[src/rtl/pdp8_intctl.sv]
// PDP-8 interrupt controller: ION/IOF state with one-instruction ION delay,
// device-00 IOTs (SKON, ION, IOF, SRQ) and fixed-priority interrupt grant.
module pdp8_intctl #(
    parameter int NDEV = 4,
    parameter int SRCW = 2
) (
    input  logic            clk,
    input  logic            reset,
    input  logic            iot,
    input  logic [3:0]      state,
    input  logic [11:0]     mb,
    input  logic [5:0]      io_select,
    input  logic [NDEV-1:0] irq_in,
    input  logic            instr_end,
    input  logic            int_ack,
    output logic            io_selected,
    output logic            io_skip,
    output logic            int_req,
    output logic [SRCW-1:0] int_src,
    output logic            ion
);

    typedef enum logic [1:0] {
        OFF   = 2'd0,
        PEND  = 2'd1,
        ON    = 2'd2,
        GRANT = 2'd3
    } st_t;

    localparam logic [2:0] FN_SKON = 3'd0;
    localparam logic [2:0] FN_ION  = 3'd1;
    localparam logic [2:0] FN_IOF  = 3'd2;
    localparam logic [2:0] FN_SRQ  = 3'd3;

    st_t             st, st_nxt;
    logic [SRCW-1:0] src_q, src_nxt;
    logic [SRCW-1:0] enc;
    logic            dev0;
    logic            any_irq;
    logic            iot_off;
    logic [2:0]      fn;
    logic            unused_mb;

    assign fn        = mb[2:0];
    assign unused_mb = ^mb[11:3];
    assign any_irq   = |irq_in;
    assign dev0      = iot && (state == 4'd1) && (io_select == 6'o00);
    assign iot_off   = dev0 && ((fn == FN_SKON) || (fn == FN_IOF));

    assign io_selected = dev0;
    assign int_req     = (st == GRANT);
    assign ion         = (st == ON);
    assign int_src     = src_q;

    // Lowest set index wins.
    always_comb begin
        enc = '0;
        for (int i = NDEV - 1; i >= 0; i--) begin
            if (irq_in[i]) enc = SRCW'(i);
        end
    end

    always_comb begin
        io_skip = 1'b0;
        if (dev0) begin
            case (fn)
                FN_SKON: io_skip = (st == ON) || (st == PEND);
                FN_SRQ:  io_skip = any_irq;
                default: io_skip = 1'b0;
            endcase
        end
    end

    // IOT effects take precedence over the instruction boundary.
    always_comb begin
        st_nxt  = st;
        src_nxt = src_q;
        unique case (st)
            OFF: begin
                if (dev0 && (fn == FN_ION)) st_nxt = PEND;
            end
            PEND: begin
                if (iot_off)        st_nxt = OFF;
                else if (instr_end) st_nxt = ON;
            end
            ON: begin
                if (iot_off) begin
                    st_nxt = OFF;
                end else if (instr_end && any_irq) begin
                    st_nxt  = GRANT;
                    src_nxt = enc;
                end
            end
            GRANT: begin
                if (int_ack) st_nxt = OFF;
            end
            default: st_nxt = OFF;
        endcase
    end

    always_ff @(posedge clk or posedge reset) begin
        if (reset) begin
            st    <= OFF;
            src_q <= '0;
        end else begin
            st    <= st_nxt;
            src_q <= src_nxt;
        end
    end

endmodule

[config.mk]
export PLATFORM = sky130hd
export DESIGN_NAME = pdp8_intctl
export DESIGN_NICKNAME = d
export VERILOG_FILES = /design/src/rtl/pdp8_intctl.sv
export SDC_FILE = /design/constraint.sdc
export NUM_CORES = 1
export LEC_CHECK = 0
export ABC_AREA = 1
export CAP_MARGIN = 20
export CORE_MARGIN = 3
export CORE_UTILIZATION = 31
export CTS_BUF_LIST = sky130_fd_sc_hd__clkbuf_2 sky130_fd_sc_hd__clkbuf_4 sky130_fd_sc_hd__clkbuf_8
export DETAILED_ROUTE_END_ITERATION = 7
export MAX_ROUTING_LAYER = met4
export PLACE_DENSITY = 0.78
export SYNTH_ARGS = -nofsm -noshare
export SYNTH_HDL_FRONTEND = slang
export SYNTH_SLANG_ARGS = --single-unit
[constraint.sdc]
create_clock -name clk -period 1.2 [get_ports clk]
set_input_delay 0.12 -clock clk [delete_from_list [all_inputs] [get_ports clk]]
set_output_delay 0.12 -clock clk [all_outputs]
set_load 0.1 [all_outputs]
==> flow_summary.toml <==
[status]
run_status = "finished with violations"
violations = "negative setup slack"

[grt]
grt_pass1_wl_um = 2440
first_global_vias = 627
grt_overflow_total = 0
antenna_found_initial = 0
grt_max_degree = 5
grt.total_usage_pct = 16.1

[finish]
register_area_um2 = 101
nets = 157
multi_input_area_um2 = 458
area_growth_syn_to_layout_pct = 120
utilization_pct = 78.9
antennaDiodeCount = 0
drive_gt1_share_pct = 50.0
fill_cells = 93
layout.cells.non_filler = 135

[timing]
relSlewSlack_pct = 84.4
hold_viol_final = 0
finClkSkew_ns = 0.0106
final-setup-viol-count = 7
timing.final.max_slew_violations = 0
fin_ws_ns = -0.322
rsz0062_at_grt = "true"
min_period_ns = 1.52
fin_crit_sh_pct = 127
tightest_slew_ns = 0.234
max_freq_mhz = 657

[logic_synthesis]
ys.flop_type = "dfrtp_1"
yosys-top-cells-count = "15 x inv_1, 13 x nand2_1, 13 x nor2_1"
synth_nets = 110
synth_top_area_cell = "dfrtp_1"
synth_area_um2 = 508
async_flop_share_pct = 100
yosys_warnings = 0
ys_seq_area_share_pct = 19.7
syn_avg_cell_area_um2 = 6.86
synth-edff-count = 0
synth_cells = 74
synth.most_common_cell = "inv_1"
ys_types = 20
synthTopCellsByArea = "dfrtp_1 20%, ha_1 12%, inv_1 11%"
yosysTopAreaCellShare_pct = 19.7
synth_seq_cells = 4

[setup_path]
critPathCaptureType = "output pin"
worstSetupStartpointType = "flop"
crit_type = "reg -> out"
crit_start = "st[1]$_DFFE_PP0P_"
cp-endpoint = "io_skip"
critPathMaxStageDelay_ns = 0.43
r2r-start = "st[0]$_DFFE_PP0P_"
rrSetupSlack_ns = -0.22
path_cells = "inv_2 > ha_4 > a32oi_2 > nor2_4 > buf_12"
cp_max_fo = 3
rr_worst_depth = 9
crit_arrival_ns = 1.40
cp_data_required_time_ns = 1.08
cp_slowest_cell = "dfrtp_2"
r2r-end = "st[1]$_DFFE_PP0P_"

[clocking]
numClockSinks = 4
cts_tree = "yes"
cts_root_buf = "clkbuf_4"
h-tree-depth = 1
insertion_delay_ns = 0.24
clk_pin_slew_ns = 0.05
cts-buffers-inserted = 3
clk_path_buf_depth = 2
cts_hold_buf = 0

[pwr]
power.leakage_nw = 0.506
irDropWorstVdd_uv = 971
p_total_mw = 2.04
powerDensity_mw_per_mm2 = 1830

[floorplan]
core_area_mm2 = 0.00142
row_count = 13
dieArea_mm2 = 0.00216
start_util_pct = 35.9
die_y_um = 46.5
die_w_um = 46.5
num_io_pins = 37

[placed_design]
placed_cells = 125
port_buffers = 27
place_ws_ns = -0.477
dp_hpwl_um = 1150
place.gp.congestion = 0.728

[detailed_routing]
ant_nets = 0
avgViaCountPerCell = 4.97
first_pass_iters = 6
wl_per_cell_um = 11.9
route.vias.total = 671
drc = 0
wl_um = 1610
dr.first_iter.drc_count = 11

[job]
cap_violations = 0

[min_path]
min_path_type = "in -> async"
[registers in the layout, indices dropped and copies added (netlist names)]
| register | flops |
|---|---|
| int_src | 2 |
| st | 2 |
[through the flow]
step	hold slack, ns	TNS, ns	cell area [um^2]
detailed placement	0.323	-2.02	990
global route	0.0663	-1.64	1120
global placement	0.309	-1.78	990
finish	0.0721	-1.30	1120
floorplan	-0.114	-0.714	573
CTS	0.0610	-1.02	1040
[power breakdown]
part	switching, mW	internal (mW)	total, mW	leakage, nW
Clock	0.0665	0.148	0.215	0.0184
Sequential	0.0694	0.202	0.271	0.0486
Combinational	0.844	0.713	1.56	0.439
[per-layer routing]
layer	share of wire (%)	global-route usage, %
met4	1.8	6.82
met3	7.2	2.34
met2	54	29.7
met5	0	-
met1	37	16.5
[timing repair]
action,in CTS,in global routing
pin swaps,6,10
setup endpoints to repair,7,8
buffers inserted,2,4
gates resized for setup,39,13
[cell families (layout without fill, tap and decap cells)]
family | count (synthesis) | in the layout | synth area share, %
and+or+nand+nor | 43 | 43 | 47.3
buffers and inverters | 15 | 61 | 11.1
AOI/OAI and AO/OA | 7 | 7 | 9.61
adders and majority gates | 5 | 5 | 12.3
DFF | 4 | 4 | 19.7
[worst min-delay path by stage]
| stage | endpoint | depth (start not counted) | slack [ns] | start |
|---|---|---|---|---|
| detailed placement | st[0]$_DFFE_PP0P_ | 2 | 0.32 | reset |
| global placement | int_src[0]$_DFFE_PP0P_ | 2 | 0.31 | reset |
| global route | st[0]$_DFFE_PP0P_ | 2 | 0.07 | reset |
| CTS | st[0]$_DFFE_PP0P_ | 2 | 0.06 | reset |
| floorplan | int_src[0]$_DFFE_PP0P_ | 1 | -0.11 | reset |
| finish | st[0]$_DFFE_PP0P_ | 2 | 0.07 | reset |
[critical path: cells and delay by family, from the launching register on]
family	cells	cell delay, ns
AND/OR/NAND/NOR	1	0.06
buffers and inverters	2	0.26
flip-flops	1	0.43
AO/OA/AOI/OAI	1	0.21
adder cells (fa/ha/maj)	1	0.20
[final cells by class]
cell class	instances	area share [%]
repair buffers	42	40.1
well taps	15	1.68
multi-input cells	55	41.0
flip-flops and latches	4	9.08
clock buffers	4	2.69
inverters	15	5.38
[cells in the final DEF, fill, tap and decap left out, types with 5 or more instances in the layout]
cell and count:
nand2_1 13, buf_4 12, inv_1 10, nor2_1 10, clkdlybuf4s50_1 10, buf_12 7
buf_6 5
(Power assumes the default switching activity.)
